`config.mk`:
```
export PLATFORM = sky130hd
export DESIGN_NAME = hwt_output_monitor
export DESIGN_NICKNAME = d
export VERILOG_FILES = /design/src/rtl/hwt_output_monitor.sv
export SDC_FILE = /design/constraint.sdc
export NUM_CORES = 1
export LEC_CHECK = 0
export ABC_AREA = 1
export ABC_CLOCK_PERIOD_IN_PS = 2800
export BUFFER_PORTS_ARGS = -buffer_cell sky130_fd_sc_hd__buf_2
export CORE_ASPECT_RATIO = 0.75
export CORE_MARGIN = 3
export CORE_UTILIZATION = 40
export CTS_BUF_LIST = sky130_fd_sc_hd__clkbuf_4 sky130_fd_sc_hd__clkbuf_8 sky130_fd_sc_hd__clkbuf_16
export DETAILED_ROUTE_END_ITERATION = 8
export HOLD_SLACK_MARGIN = 0.1
export RECOVER_POWER = 50
export SLEW_MARGIN = 20
export SYNTH_ARGS = -nofsm -noshare
export SYNTH_HDL_FRONTEND = slang
export SYNTH_SLANG_ARGS = --single-unit
```
`constraint.sdc`:
```
create_clock -name clk -period 2.8 [get_ports clk]
set_clock_uncertainty 0.2 [all_clocks]
set_input_delay 0.56 -clock clk [delete_from_list [all_inputs] [get_ports clk]]
set_output_delay 0.56 -clock clk [all_outputs]
set_load 0.02 [all_outputs]
```
`src/rtl/hwt_output_monitor.sv`:
```
// Runtime checker for the non_active_hwt cell: recomputes Y = D & ((A & B) | C), counts mismatches
// and trigger vectors, raises a sticky alarm. Optional first-mismatch log under HWT_MON_LOG_EN.
module hwt_output_monitor #(
    parameter int CNT_W     = 8,
    parameter int MM_THRESH = 3
) (
    input  logic             clk,
    input  logic             rst,
    input  logic             en,
    input  logic             a,
    input  logic             b,
    input  logic             c,
    input  logic             d,
    input  logic             y_dut,
    input  logic             clr_req,
    output logic             clr_ack,
    output logic             mismatch,
    output logic             alarm,
    output logic [CNT_W-1:0] mm_cnt,
    output logic [CNT_W-1:0] trig_cnt,
    output logic [1:0]       state
`ifdef HWT_MON_LOG_EN
    ,
    output logic             log_valid,
    output logic [4:0]       log_vec
`endif
);

    typedef enum logic [1:0] {
        IDLE    = 2'd0,
        MONITOR = 2'd1,
        ALARM   = 2'd2,
        CLEAR   = 2'd3
    } state_t;

    localparam logic [CNT_W-1:0] THRESH = CNT_W'(MM_THRESH);

    function automatic logic [CNT_W-1:0] sat_inc(input logic [CNT_W-1:0] v);
        return (&v) ? v : v + 1'b1;
    endfunction

    state_t           cur, nxt;
    logic             rst_meta, rst_int;
    logic             a1, b1, c1, d1, y1, v1;
    logic             clr_q;
    logic             y_ref, mm_now, trig_now, clr_rise, clear_now;
    logic [CNT_W-1:0] mm_next, trig_next;

    // Reset asserts asynchronously but releases two clocks after rst falls.
    always_ff @(posedge clk or posedge rst) begin
        if (rst) begin
            rst_meta <= 1'b1;
            rst_int  <= 1'b1;
        end else begin
            rst_meta <= 1'b0;
            rst_int  <= rst_meta;
        end
    end

    assign y_ref     = d1 & ((a1 & b1) | c1);
    assign mm_now    = v1 & (y_ref ^ y1);
    assign trig_now  = v1 & a1 & b1 & c1 & d1;
    assign clr_rise  = clr_req & ~clr_q;
    assign clear_now = clr_rise & (cur != CLEAR);
    assign mm_next   = clear_now ? '0 : (mm_now   ? sat_inc(mm_cnt)   : mm_cnt);
    assign trig_next = clear_now ? '0 : (trig_now ? sat_inc(trig_cnt) : trig_cnt);
    assign state     = cur;

    // NOTE: every always_comb output gets a default first so no path can infer a latch.
    always_comb begin
        nxt = cur;
        unique case (cur)
            IDLE:    if (!clear_now && en) nxt = MONITOR;
            MONITOR: begin
                if (!clear_now) begin
                    if (mm_next >= THRESH) nxt = ALARM;
                    else if (!en)          nxt = IDLE;
                end
            end
            ALARM:   if (clear_now) nxt = CLEAR;
            CLEAR:   nxt = en ? MONITOR : IDLE;
            default: nxt = IDLE;
        endcase
    end

    // NOTE: sequential state uses non-blocking assignments so all flops update from pre-edge values.
    always_ff @(posedge clk or posedge rst_int) begin
        if (rst_int) begin
            cur      <= IDLE;
            a1       <= 1'b0;
            b1       <= 1'b0;
            c1       <= 1'b0;
            d1       <= 1'b0;
            y1       <= 1'b0;
            v1       <= 1'b0;
            clr_q    <= 1'b0;
            mm_cnt   <= '0;
            trig_cnt <= '0;
            mismatch <= 1'b0;
            clr_ack  <= 1'b0;
            alarm    <= 1'b0;
        end else begin
            cur      <= nxt;
            {a1, b1, c1, d1, y1} <= {a, b, c, d, y_dut};
            v1       <= en & ~clear_now;
            clr_q    <= clr_req;
            mm_cnt   <= mm_next;
            trig_cnt <= trig_next;
            mismatch <= mm_now & ~clear_now;
            clr_ack  <= clear_now;
            alarm    <= (nxt == ALARM);
        end
    end

`ifdef HWT_MON_LOG_EN
    // Only the first mismatch since the last clear is kept.
    always_ff @(posedge clk or posedge rst_int) begin
        if (rst_int) begin
            log_valid <= 1'b0;
            log_vec   <= '0;
        end else if (clear_now) begin
            log_valid <= 1'b0;
            log_vec   <= '0;
        end else if (mm_now && !log_valid) begin
            log_valid <= 1'b1;
            log_vec   <= {a1, b1, c1, d1, y1};
        end
    end
`endif

endmodule

```
==> implementation parameters <==
Parameter                              Value

Outcome
  Result of the run ... finished clean

Drt
  DRC Markers ... 0
  Antenna-violating nets left ... 0
  Total vias in the final route ... 1295
  Routed via count divided by cell count ... 4.50
  1st-pass router iterations ... 4
  Wire length after detailed routing ... 3250 um
  Per-cell routed wire length ... 11.3 um
  DRC violation total after the first TritonRoute iteration ... 120

Timing
  Unrepaired setup endpoints after global routing ... no
  Final cycle utilization of the critical path ... 76.0%
  Setup TNS ... 0 ps
  Relative slew slack ... 55.1%
  Max-slew violation total from the final report ... 0
  Hold violation count in the final report ... 0
  Highest achievable clock rate ... 470 MHz
  Pin slew with the least headroom to its limit ... 673 ps
  Tmin final ... 2130 ps
  Final setup violating endpoints ... 0

Critical path
  Number of logic stages on the critical path including buffering ... 12
  Critical R2R Launch ... state[1]
  Terminus of the critical flop-to-flop path ... alarm
  Maximum fanout encountered on the critical timing path ... 15
  Reg2reg path depth ... 12
  CP bufs+invs ... 2
  Family with the most delay on the worst path ... compound AO/OA/AOI/OAI gates
  Crit path largest cell delay ... 550 ps
  Reg-to-reg setup timing slack ... 670 ps
  Data required time at the worst endpoint ... 2820 ps
  Class of the most critical setup path ... reg -> reg
  Library cell appearing most often on the critical path ... nand2_1
  Arrival time of data at the critical path endpoint ... 2150 ps
  Nature of the critical path startpoint ... flop
  Critical path's slowest cell ... o21ai_2
  Capturing element type of the critical path ... flop
  Cells along the critical path ... inv_1 -> o21ai_2 -> inv_2 -> a21oi_1 -> nand2_1 -> nand2_1 -> nor2_2 -> nand3_2 -> nand2_2 -> nand2_2 -> nand2_1 -> a21oi_2

Yosys
  Cell accounting for the most synthesized area ... dfrtp_1
  Gate Count Post-Synth ... 197
  Number of warnings reported in the yosys synthesis log ... 0
  Seq/Total Area, Yosys ... 47.5%
  Flops & latches, synth ... 30
  Avg Cell Area, Syn ... 8.05 um2
  Top post-synthesis cells by area ... dfrtp_1, nand2_1, inv_1
  Mapped cell area ... 1590 um2
  Number of distinct library cell variants in the gate-level netlist after synthesis ... 32
  Synth Net Count ... 208
  Synth top area share ... 44.2%

Die
  Initial standard-cell utilization of the core ... 42.5%
  Standard cell core area ... 3730 um2
  I/O pin count ... 30
  Row count ... 19
  Die X-Extent ... 78.7 um
  Die Y ... 60.5 um
  Floorplan die area ... 4770 um2

Power
  Power Dens Cells ... 754 nW/um2
  Overall Power ... 1440 uW
  Cell leakage power ... 0.00103 uW
  Maximum VDD drop ... 453 uV

Final layout
  Number of inserted diodes ... 0
  Finished Core Util ... 51.1%
  Layout Nets ... 246
  Synthesis-to-layout area growth ... 20.2%
  FF+latch area ... 753 um2
  Commonest non-fill, non-tap cells in the layout ... nand2_1, inv_1, dfrtp_1
  Layout cells sized above 1 ... 22.0%
  Filler Cells Inserted ... 377
  Post-route standard cell area excluding fillers ... 1910 um2
  Commonest non-fill, non-tap cell in the layout ... nand2_1
  Area occupied by multi-input gates ... 682 um2

Placed design
  Total half-perimeter wirelength after legalization and detailed placement ... 2430 um
  Final weighted congestion in routability-driven placement ... 0.898
  DP Area ... 1790 um2
  Number of port buffers ... 29

Clock tree
  Clock tree root driver cell ... clkbuf_8
  Skew-Pair Late Insertion Delay ... 290 ps
  Clock sink count ... 30
  Post-CTS clock slew at the launch and capture registers of the worst setup and hold paths ... 60 ps
  CTS HTree Levels ... 2
  CTS tree ... built
  TritonCTS Buffers ... 5
  Worst-case clock buffer depth ... 2

Global route
  Antenna violations before repair ... 0
  Global-route wire length before repair ... 5700 um
  Maximum number of pins on one net before global-route repair ... 22
  Global-route congestion overflow total ... 0
  GR Util All Layers ... 16.2%
  Via count of the first global-routing pass ... 1249

Worst hold path
  Worst min-delay path startpoint ... rst_meta
  Hold Path Sink ... rst_int
  Cell depth of the worst hold path ... 0
  Worst min-delay path category ... reg -> reg

Flow run
  Max Cap Violations ... 0
worst max-delay path by stage:
stage	from	endpoint	slack [ps]
after global placement	clr_req	alarm	680
after detailed placement	clr_req	state[1]	610
after floorplan	mm_cnt[1]	alarm	790
final	state[1]	alarm	670
after global routing	state[1]	alarm	410
after CTS	state[1]	alarm	650
logic make-up after synthesis:
| family | after synthesis | share of synthesized area [%] |
|---|---|---|
| and+or+nand+nor | 104 | 31.9 |
| buffers and inverters | 37 | 9.54 |
| AOI/OAI and AO/OA | 22 | 8.75 |
| DFF | 30 | 47.5 |
| adders and majority gates | 2 | 1.58 |
| xor gates and xnor gates | 1 | 0.552 |
| other | 1 | 0.236 |
registers in the layout, indices dropped and copies added (netlist names):
name,cells
a1,1
alarm,1
b1,1
c1,1
clr_ack,1
clr_q,1
d1,1
mismatch,1
mm_cnt,8
rst_int,1
rst_meta,1
state,2
trig_cnt,8
v1,1
y1,1
layout make-up:
| cell class | instances | share of cell area (%) |
|---|---|---|
| tap | 52 | 3.41 |
| multi-input combinational | 130 | 35.8 |
| inverter | 36 | 7.22 |
| sequential | 30 | 39.5 |
| clock buffer | 8 | 5.77 |
| timing repair buffer | 32 | 8.33 |
metal layers:
metal,track usage (%),share of wire (%),wire length (um),vias to the layer above
met2,20.9,36,1180,29
met1,23.8,56,1810,569
met4,9.73,2.3,76,0
li1,-,-,-,689
met3,4.90,5.6,181,8
met5,0,0,0,-
Yosys cell counts (all sizes together):
| library cell | n |
|---|---|
| o211ai | 1 |
| inv | 36 |
| clkbuf | 1 |
| a21boi | 1 |
| dfrtp | 28 |
| conb | 1 |
| ha | 2 |
| nand3b | 1 |
| a21oi | 8 |
| dfstp | 2 |
| nand4 | 3 |
| nor3 | 3 |
| nand3 | 16 |
| a2bb2oi | 1 |
| xor2 | 1 |
| a22oi | 1 |
| nand2 | 58 |
| o21bai | 1 |
| a31oi | 1 |
| nor2 | 23 |
| o21ai | 8 |
metrics by stage:
| step | hold WS, ps | setup WS [ps] | cells |
|---|---|---|---|
| 2_1_floorplan | 145 | 787 | 197 |
| 3_3_place_gp | -8.39 | 676 | 278 |
| 3_5_place_dp | -0.847 | 615 | 278 |
| 4_1_cts | 156 | 655 | 288 |
| 5_1_grt | 161 | 410 | 288 |
| 6_report | 156 | 671 | 288 |
worst reg2reg max path: cells and delay by family (launching register included):
kind | cells | cell delay, ps
and+or+nand+nor | 7 | 420
DFF | 1 | 380
buffers and inverters | 2 | 260
AOI/OAI and AO/OA | 3 | 800
report_power, final:
| group | total [uW] | internal, uW | switching [uW] |
|---|---|---|---|
| Clock | 415 | 248 | 167 |
| Sequential | 563 | 498 | 64.8 |
| Combinational | 460 | 154 | 306 |
timing repair:
| item | CTS | global route |
|---|---|---|
| setup buffers | 0 | 0 |
| resized for setup | 0 | 0 |
| hold buffers | 2 | 0 |
| hold endpoints to repair | 9 | 0 |
No activity file was read; power rests on OpenSTA's default activity.
